[src/rtl/mult_share_arbiter_if.sv]
// Bundle of the arbiter's client-side and multiplier-side signals.
// The arbiter connects through the slave modport; the environment that drives
// requests and models the multiplier connects through the master modport.
interface mult_share_arbiter_if #(
    parameter int NUM_REQ = 4,
    parameter int WIDTH   = 14,
    parameter int ID_W    = $clog2(NUM_REQ)
);
    logic [NUM_REQ-1:0]       req;
    logic [NUM_REQ*WIDTH-1:0] md_in;
    logic [NUM_REQ*WIDTH-1:0] mr_in;
    logic [NUM_REQ-1:0]       ack;
    logic                     err;
    logic [2*WIDTH-1:0]       product_out;
    logic [ID_W-1:0]          grant_id;
    logic                     busy;
    logic                     mul_start;
    logic [WIDTH-1:0]         mul_md;
    logic [WIDTH-1:0]         mul_mr;
    logic                     mul_done;
    logic [2*WIDTH-1:0]       mul_product;

    modport slave (
        input  req, md_in, mr_in, mul_done, mul_product,
        output ack, err, product_out, grant_id, busy, mul_start, mul_md, mul_mr
    );

    modport master (
        output req, md_in, mr_in, mul_done, mul_product,
        input  ack, err, product_out, grant_id, busy, mul_start, mul_md, mul_mr
    );
endinterface

[src/rtl/mult_share_arbiter.sv]
// Round-robin arbiter sharing one shift-add multiplier among NUM_REQ clients.
// A winner's operands are latched in IDLE, the multiplier is started in LAUNCH,
// WAIT collects the product (or aborts on watchdog), and RESP pulses the ack.
module mult_share_arbiter #(
    parameter int NUM_REQ = 4,
    parameter int WIDTH   = 14,
    parameter int TIMEOUT = 64,
    parameter int ID_W    = $clog2(NUM_REQ)
) (
    input logic                  clk,
    input logic                  rst,
    mult_share_arbiter_if.slave  bus
);

    localparam logic [1:0] S_IDLE   = 2'd0;
    localparam logic [1:0] S_LAUNCH = 2'd1;
    localparam logic [1:0] S_WAIT   = 2'd2;
    localparam logic [1:0] S_RESP   = 2'd3;

    // One extra bit so TIMEOUT-1 always fits, whatever TIMEOUT is.
    localparam int WD_W = $clog2(TIMEOUT) + 1;

    logic [1:0]      state;
    logic [ID_W-1:0] last_grant;
    logic [ID_W-1:0] pick;
    logic [WD_W-1:0] watchdog;

    // First requester at or after last_grant+1, wrapping modulo NUM_REQ.
    // Indices >= NUM_REQ are never produced, so unused codes are never granted.
    function automatic logic [ID_W-1:0] rr_pick(input logic [NUM_REQ-1:0] r,
                                                input logic [ID_W-1:0]    last);
        logic [ID_W-1:0]    sel;
        logic               found;
        logic [NUM_REQ-1:0] sh;
        int                 idx;
        sel   = '0;
        found = 1'b0;
        for (int k = 1; k <= NUM_REQ; k++) begin
            idx = (int'(last) + k) % NUM_REQ;
            sh  = r >> idx;
            if (!found && sh[0]) begin
                found = 1'b1;
                sel   = ID_W'(idx);
            end
        end
        return sel;
    endfunction

    // Winner candidate for the current request vector.
    assign pick = rr_pick(bus.req, last_grant);

    // Arbitration FSM; every output is a register updated on state transitions.
    always_ff @(posedge clk or negedge rst) begin
        if (!rst) begin
            state           <= S_IDLE;
            last_grant      <= ID_W'(NUM_REQ - 1);
            watchdog        <= '0;
            bus.ack         <= '0;
            bus.err         <= 1'b0;
            bus.product_out <= '0;
            bus.grant_id    <= '0;
            bus.busy        <= 1'b0;
            bus.mul_start   <= 1'b0;
            bus.mul_md      <= '0;
            bus.mul_mr      <= '0;
        end else begin
            case (state)
                S_IDLE: begin
                    if (|bus.req) begin
                        bus.grant_id  <= pick;
                        bus.mul_md    <= WIDTH'(bus.md_in >> (int'(pick) * WIDTH));
                        bus.mul_mr    <= WIDTH'(bus.mr_in >> (int'(pick) * WIDTH));
                        bus.mul_start <= 1'b1;
                        bus.busy      <= 1'b1;
                        state         <= S_LAUNCH;
                    end
                end
                S_LAUNCH: begin
                    // mul_done is deliberately not looked at here.
                    bus.mul_start <= 1'b0;
                    watchdog      <= '0;
                    state         <= S_WAIT;
                end
                S_WAIT: begin
                    watchdog <= watchdog + 1'b1;
                    // done has priority over a simultaneous timeout.
                    if (bus.mul_done) begin
                        bus.product_out <= bus.mul_product;
                        bus.err         <= 1'b0;
                        bus.ack         <= NUM_REQ'(1) << bus.grant_id;
                        state           <= S_RESP;
                    end else if (watchdog == WD_W'(TIMEOUT - 1)) begin
                        bus.product_out <= '0;
                        bus.err         <= 1'b1;
                        bus.ack         <= NUM_REQ'(1) << bus.grant_id;
                        state           <= S_RESP;
                    end
                end
                S_RESP: begin
                    // Served requester drops to lowest priority for the next round.
                    last_grant      <= bus.grant_id;
                    bus.ack         <= '0;
                    bus.err         <= 1'b0;
                    bus.product_out <= '0;
                    bus.busy        <= 1'b0;
                    state           <= S_IDLE;
                end
                default: begin
                    state <= S_IDLE;
                end
            endcase
        end
    end

endmodule
[src/flat_wrapper.sv]
// flat-port wrapper written by rule: the top's interface ports become plain ports
module mult_share_arbiter_flat 
#(
    parameter int NUM_REQ = 4,
    parameter int WIDTH   = 14,
    parameter int TIMEOUT = 64,
    parameter int ID_W    = $clog2(NUM_REQ)
)
  (clk, rst, bus_req, bus_md_in, bus_mr_in, bus_mul_done, bus_mul_product, bus_ack, bus_err, bus_product_out, bus_grant_id, bus_busy, bus_mul_start, bus_mul_md, bus_mul_mr);
  mult_share_arbiter_if #(.NUM_REQ(NUM_REQ), .WIDTH(WIDTH), .ID_W(ID_W)) bus_i ();
  input logic clk;
  input logic rst;
  input wire logic [$bits(bus_i.req)-1:0] bus_req;
  input wire logic [$bits(bus_i.md_in)-1:0] bus_md_in;
  input wire logic [$bits(bus_i.mr_in)-1:0] bus_mr_in;
  input wire logic [$bits(bus_i.mul_done)-1:0] bus_mul_done;
  input wire logic [$bits(bus_i.mul_product)-1:0] bus_mul_product;
  output wire logic [$bits(bus_i.ack)-1:0] bus_ack;
  output wire logic [$bits(bus_i.err)-1:0] bus_err;
  output wire logic [$bits(bus_i.product_out)-1:0] bus_product_out;
  output wire logic [$bits(bus_i.grant_id)-1:0] bus_grant_id;
  output wire logic [$bits(bus_i.busy)-1:0] bus_busy;
  output wire logic [$bits(bus_i.mul_start)-1:0] bus_mul_start;
  output wire logic [$bits(bus_i.mul_md)-1:0] bus_mul_md;
  output wire logic [$bits(bus_i.mul_mr)-1:0] bus_mul_mr;
  assign bus_i.req = bus_req;
  assign bus_i.md_in = bus_md_in;
  assign bus_i.mr_in = bus_mr_in;
  assign bus_i.mul_done = bus_mul_done;
  assign bus_i.mul_product = bus_mul_product;
  assign bus_ack = bus_i.ack;
  assign bus_err = bus_i.err;
  assign bus_product_out = bus_i.product_out;
  assign bus_grant_id = bus_i.grant_id;
  assign bus_busy = bus_i.busy;
  assign bus_mul_start = bus_i.mul_start;
  assign bus_mul_md = bus_i.mul_md;
  assign bus_mul_mr = bus_i.mul_mr;
  mult_share_arbiter #(.NUM_REQ(NUM_REQ), .WIDTH(WIDTH), .TIMEOUT(TIMEOUT), .ID_W(ID_W)) u_core (.clk(clk), .rst(rst), .bus(bus_i));
endmodule
[config.mk]
export PLATFORM = sky130hd
export DESIGN_NAME = mult_share_arbiter_flat
export DESIGN_NICKNAME = d
export VERILOG_FILES = /design/src/rtl/mult_share_arbiter_if.sv /design/src/rtl/mult_share_arbiter.sv /design/src/flat_wrapper.sv
export SDC_FILE = /design/constraint.sdc
export NUM_CORES = 1
export LEC_CHECK = 0
export CORE_UTILIZATION = 39
export CTS_CLUSTER_DIAMETER = 80
export DETAILED_ROUTE_END_ITERATION = 10
export GPL_TIMING_DRIVEN = 0
export PLACE_DENSITY = 0.81
export SYNTH_ARGS = -nofsm -noshare
export SYNTH_HDL_FRONTEND = slang
export SYNTH_SLANG_ARGS = --single-unit
[constraint.sdc]
create_clock -name clk -period 2.3 [get_ports clk]
set_clock_uncertainty 0.1 [all_clocks]
set_input_delay 0.345 -clock clk [delete_from_list [all_inputs] [get_ports clk]]
set_output_delay 0.345 -clock clk [all_outputs]
set_load 0.02 [all_outputs]
; ---- Word level (Yosys, flattened, before mapping)
; Index checks and enable logic that the tools add are counted.
[totals]
mem_bits_rw = 0
wordCells = 79
latch_bits = 0
out_inout_bits = 65
romBits = 0
memories = 0
regBits = 76
inputBits = 147
[op_classes]
addsub = 5
n_mux = 24
n_reduce_logical = 21
shifts = 7
multipliers = 1
magnitude_cmp = 0
n_div = 0
n_bitwise = 4
eq_ne = 6
[ops]
columns = operator, count
row1 = $shr A4 B32 Y1, 4
row2 = $shr A56 B32 Y14, 2
row3 = $mux W28, 2
row4 = $pmux W28 S2, 1
row5 = $mux W2, 7
row6 = $pmux W7 S2, 1
row7 = $reduce_and A2 Y1, 5
row8 = $mux W4, 2
row9 = $pmux W2 S4, 1
row10 = $pmux W4 S2, 1
row11 = $reduce_bool A2 Y1, 4
row12 = $reduce_or A2 Y1, 4
row13 = $add A7 B1 Y7 const B, 1
row14 = $eq A7 B6 Y1 const B, 1
row15 = $mux W1, 6
row16 = $pmux W1 S2, 3
row17 = $mul A2 B3 Y5 const B, 1
row18 = $add A2 B1 Y2 const B, 2
row19 = $add A2 B2 Y2 const B, 2
row20 = $and A1 B1 Y1 const A, 4
row21 = $eq A2 B2 Y1 const B, 2
row22 = $reduce_or A4 Y1, 1
row23 = $shl A1 B2 Y4 const A, 1
row24 = $logic_and A1 B1 Y1, 3
row25 = other kinds (5), 7

; ---- Depth between registers and ports, before layout
[depth]
depth_word = 16
mapped_depth = 8
mapped_depth_nobuf = 6

; ---- Least setup slack after synthesis
; No wires, ideal clock.
[synth_timing]
path_type = register -> register
from = register u_core.last_grant[0]
to = register u_core.bus.mul_md[10]
setup_ps = 142
slack_ps = 457
synth_period_minus_slack_ps = 1843
t_required_ps = 2058
path_buffers = 2
path_stages_with_launch = 8
t_arrival_ps = 1601
path_cell_list = dfstp_2 nand2b_1 o21ai_1 a211oi_2 buf_6 buf_6 mux2i_1 o221ai_1
[synth_between]
elab_chain_cells = 16
word_cells_on_any_way = 31
cone_classes = add/sub (4) / mul (1) / shift (5) / mux (7) / bitwise (4) / reduce/logical (10)
[synth_lines]
columns = item, line
row1 = "start, declared", mult_share_arbiter.sv:24  ; logic [ID_W-1:0] last_grant;
row2 = "start signal, assigned", mult_share_arbiter.sv:56  ; last_grant <= ID_W'(NUM_REQ - 1);
row3 = "start signal, assigned", mult_share_arbiter.sv:101  ; last_grant <= bus.grant_id;
row4 = $add A2 B1 Y2, mult_share_arbiter.sv:39  ; idx = (int'(last) + k) % NUM_REQ;
row5 = $reduce_or A2 Y1 (no source line), --
row6 = $and A1 B1 Y1 (no source line), --
row7 = $shr A4 B32 Y1, mult_share_arbiter.sv:40  ; sh = r >> idx;
row8 = $mux W1, mult_share_arbiter.sv:41  ; if (!found && sh[0]) begin
row9 = $logic_not A1 Y1, mult_share_arbiter.sv:41
row10 = $logic_and A1 B1 Y1, mult_share_arbiter.sv:41
row11 = $mux W1, mult_share_arbiter.sv:41
row12 = $logic_not A1 Y1, mult_share_arbiter.sv:41
row13 = $logic_and A1 B1 Y1, mult_share_arbiter.sv:41
row14 = $mux W1, mult_share_arbiter.sv:41
row15 = $logic_not A1 Y1, mult_share_arbiter.sv:41
row16 = $logic_and A1 B1 Y1, mult_share_arbiter.sv:41
row17 = $mux W2 (*), mult_share_arbiter.sv:41
row18 = $mul A2 B3 Y5 (*), mult_share_arbiter.sv:71  ; bus.mul_md <= WIDTH'(bus.md_in >> (int'(pick) * WIDTH));
row19 = $shr A56 B32 Y14 (*), mult_share_arbiter.sv:71
row20 = "end signal, assigned", mult_share_arbiter.sv:71
row21 = "end, declared", mult_share_arbiter_if.sv:25  ; output ack, err, product_out, grant_id, busy, mul_start, mul_md, mul_mr
; Mark *: on every way between the ends. The rest lies on a longest branch, timed or not.
; A chain may end at the register's enable or synchronous reset.

; ---- Worst setup path in the final report
[layout_timing]
from = register u_core.last_grant[0]
to = register u_core.bus.mul_md[4]
; The elaborated chain is that of the path after synthesis.

==> flow_summary.toml <==
[status]
status = "finished clean"

[route]
routed_via_density = 5.10
num_vias = 3790
wire_per_inst_um = 17.2
dr.pass1.iters = 4
drt_iter0_drc = 105
antenna_left = 0
finalWirelength_um = 12800
remaining_drc_errors = 0

[setup_path]
path_class = "reg2reg"
crit_top_cell = "buf_6"
crit_arrival_ps = 2350
reg2reg_to = "u_core.bus.mul_md[4]$_DFFE_PN0P_"
slowest_stage = "dfstp_2"
critPathMaxFanout = 10
start_kind = "flip-flop"
slowest_delay_ps = 540
r2r_slack_ps = 50
critPathCapture = "u_core.bus.mul_md[4]$_DFFE_PN0P_"
cp_num_buf_inv = 2
worst-path-stages = 7
cp-end-kind = "flip-flop"
required_ps = 2400
reg2reg_from = "u_core.last_grant[0]$_DFFE_PN1P_"
cp_cell_sequence = "nand2b_1 -> o21ai_1 -> a211oi_2 -> buf_6 -> buf_6 -> mux2i_1 -> o221ai_1"
cp-startpoint = "u_core.last_grant[0]$_DFFE_PN1P_"
path_delay_family = "compound AO/OA/AOI/OAI gates"
reg2reg_depth = 7

[global_routing]
first_global_vias = 3891
grt_overflow = 0
grt_max_degree = 44
antenna_found_initial = 0
grt_first_pass_wirelength_um = 19200
track_usage = 0.248

[flow_run]
drv_cap = 0

[cts]
clk_pin_slew_worst_paths_ps = 90
cts_buffers = 9
numClockSinks = 76
htree_num_levels = 3
clk_latency_ps = 340
cts_buffer_depth = 2
cts_root_buf = "clkbuf_8"
cts_tree = "done"

[timing]
finalHoldViolCount = 0
final_max_slew_viol_count = 0
max_freq_mhz = 445
rsz0062_at_grt = "yes"
setup_viol = 0
worst_slew_pin_slew_ps = 509
post-route-min-period_ps = 2250
min_period_over_period = 0.977
slew_headroom = 0.661
final.setup.tns_ps = 0

[floorplanning]
core_area_mm2 = 0.00937
io_pins = 212
core.rowCount = 35
die_area_mm2 = 0.0102
die_y_um = 101
start_util = 0.407
die_x_um = 101

[synthesis]
syn_inst = 385
yosysUniqueCellTypes = 32
syn_avg_cell_area_um2 = 9.91
ys_seq_area_frac = 0.499
yosys_register_bits = 76
yosysWarnings = 0
syn_nets = 537
netlist_area_mm2 = 0.00381

[cells_and_area]
drive_above_1_share = 0.0717
nets = 761
synthToLayoutAreaGrowth_pct = 66.5
diodes = 0
finish.utilization = 0.678
nFillCells = 757

[power_and_ir_drop]
leakage_uw = 0.00272
ir_drop_mv = 0.611
power.density_mw_per_mm2 = 1280

[placed_design]
io_buffers = 211
dpl.hpwl_um = 10000
place_congestion = 0.804

[worst_hold_path]
min_path_type = "in2async"
==> cell usage after synthesis <==
master / number / area (µm²)
a211oi_2: 1 / 12.5
a21oi_1: 6 / 30.0
a31oi_1: 1 / 6.26
buf_2: 11 / 55.1
buf_4: 1 / 7.51
buf_6: 4 / 45.0
clkbuf_1: 10 / 37.5
dfrtp_1: 74 / 1850
dfstp_2: 2 / 52.6
ha_1: 5 / 62.6
inv_1: 11 / 41.3
mux2_2: 4 / 45.0
mux2i_1: 56 / 561
nand2_1: 98 / 368
nand2b_1: 5 / 31.3
nand3_1: 4 / 20.0
nand3b_1: 1 / 7.51
nand4_1: 1 / 6.26
nor2_1: 8 / 30.0
nor2b_1: 2 / 12.5
nor3_1: 2 / 10.0
nor3b_1: 1 / 7.51
o21ai_0: 7 / 35.0
o21ai_1: 32 / 160
o221ai_1: 28 / 245
o22ai_1: 3 / 18.8
o311ai_1: 1 / 8.76
o31ai_1: 1 / 7.51
o41ai_1: 2 / 17.5
or2_1: 1 / 6.26
or3_1: 1 / 6.26
xor2_1: 1 / 8.76
==> metal layers <==
layer | up-vias | track usage | part of all wire | wire length, µm
met5 | - | 0 | 0 | 0
met4 | 0 | 0.118 | 0.028 | 360
met3 | 26 | 0.0402 | 0.054 | 688
met2 | 122 | 0.443 | 0.53 | 6730
met1 | 1834 | 0.289 | 0.39 | 5030
li1 | 1808 | - | - | -
==> area by class of cell <==
class / instances / area, µm² / share of cell area
Clock inverter: 7 / 100 / 0.0158
Clock buffer: 9 / 124 / 0.0195
Tap cell: 129 / 161 / 0.0254
Buffer: 26 / 146 / 0.0230
Multi-Input combinational cell: 272 / 1730 / 0.273
Timing Repair Buffer: 213 / 2140 / 0.337
Sequential cell: 76 / 1900 / 0.300
Inverter: 11 / 41.3 / 0.00650
==> kinds of logic (layout without fill, tap and decap cells) <==
| family | Yosys count | count (layout) | share of synthesized area |
|---|---|---|---|
| flip-flops | 76 | 76 | 0.499 |
| XOR/XNOR | 1 | 1 | 0.00230 |
| buffers and inverters | 37 | 266 | 0.0489 |
| multiplexers | 60 | 60 | 0.159 |
| AO/OA/AOI/OAI | 82 | 82 | 0.142 |
| AND/OR/NAND/NOR | 124 | 124 | 0.133 |
| adder cells (fa/ha/maj) | 5 | 5 | 0.0164 |
==> what timing repair did <==
| item | 4_1_cts | 5_1_grt |
|---|---|---|
| gates resized for setup | 0 | 4 |
| hold endpoints to repair | 33 | 0 |
| hold buffers | 1 | 0 |
| endpoints found under the setup margin | 0 | 25 |
| buffers inserted | 0 | 0 |
==> how the worst min path moves through the flow <==
stage / to / slack (ps) / cells after the start
after global routing: u_core.bus.product_out[16]$_DFFE_PN0P_ / 410 / 2
after CTS: u_core.bus.product_out[16]$_DFFE_PN0P_ / 380 / 2
after detailed placement: u_core.bus.product_out[6]$_DFFE_PN0P_ / 220 / 1
after floorplan: u_core.bus.ack[0]$_DFFE_PN0P_ / -50 / 0
after global placement: u_core.bus.ack[0]$_DFFE_PN0P_ / 360 / 2
final: u_core.bus.product_out[16]$_DFFE_PN0P_ / 380 / 2
==> cell usage in the layout (no fill, tap or decap), drive strengths merged <==
| cell type | instances |
|---|---|
| a211oi | 1 |
| a21oi | 6 |
| a31oi | 1 |
| buf | 18 |
| bufinv | 2 |
| clkbuf | 19 |
| clkdlybuf4s50 | 210 |
| clkinv | 1 |
| clkinvlp | 3 |
| dfrtp | 74 |
| dfstp | 2 |
| dlygate4sd3 | 1 |
| ha | 5 |
| inv | 12 |
| mux2 | 4 |
| mux2i | 56 |
| nand2 | 98 |
| nand2b | 5 |
| nand3 | 4 |
| nand3b | 1 |
| nand4 | 1 |
| nor2 | 8 |
| nor2b | 2 |
| nor3 | 2 |
| nor3b | 1 |
| o21ai | 39 |
| o221ai | 28 |
| o22ai | 3 |
| o311ai | 1 |
| o31ai | 1 |
| o41ai | 2 |
| or2 | 1 |
| or3 | 1 |
| xor2 | 1 |
==> flip-flops by register name, summed over array words and instances (netlist names) <==
name / count
u_core.bus.mul_mr: 14
u_core.bus.grant_id: 2
u_core.bus.ack: 4
u_core.watchdog: 7
u_core.bus.err: 1
u_core.bus.mul_md: 14
u_core.bus.product_out: 28
u_core.state: 2
u_core.bus.mul_start: 1
u_core.last_grant: 2
u_core.bus.busy: 1
==> stage by stage <==
| stage | hold WS (ps) | worst slack [ps] | cell area, µm² | std cells | total power (µW) |
|---|---|---|---|---|---|
| global placement | 359 | -1830 | 6090 | 725 | 6860 |
| finish | 380 | 54.0 | 6350 | 743 | 8120 |
| floorplan | -50.6 | 457 | 3810 | 385 | 4950 |
| CTS | 379 | 38.1 | 6340 | 743 | 8170 |
| detailed placement | 220 | -292 | 6110 | 726 | 7010 |
| global route | 413 | -16.2 | 6350 | 743 | 8620 |
==> power by group <==
| part | switching [µW] | internal (µW) | total [µW] |
|---|---|---|---|
| registers | 369 | 1960 | 2330 |
| logic | 2540 | 2110 | 4650 |
| clock network | 521 | 616 | 1140 |
Note: power is estimated with default switching activity, not from simulation.
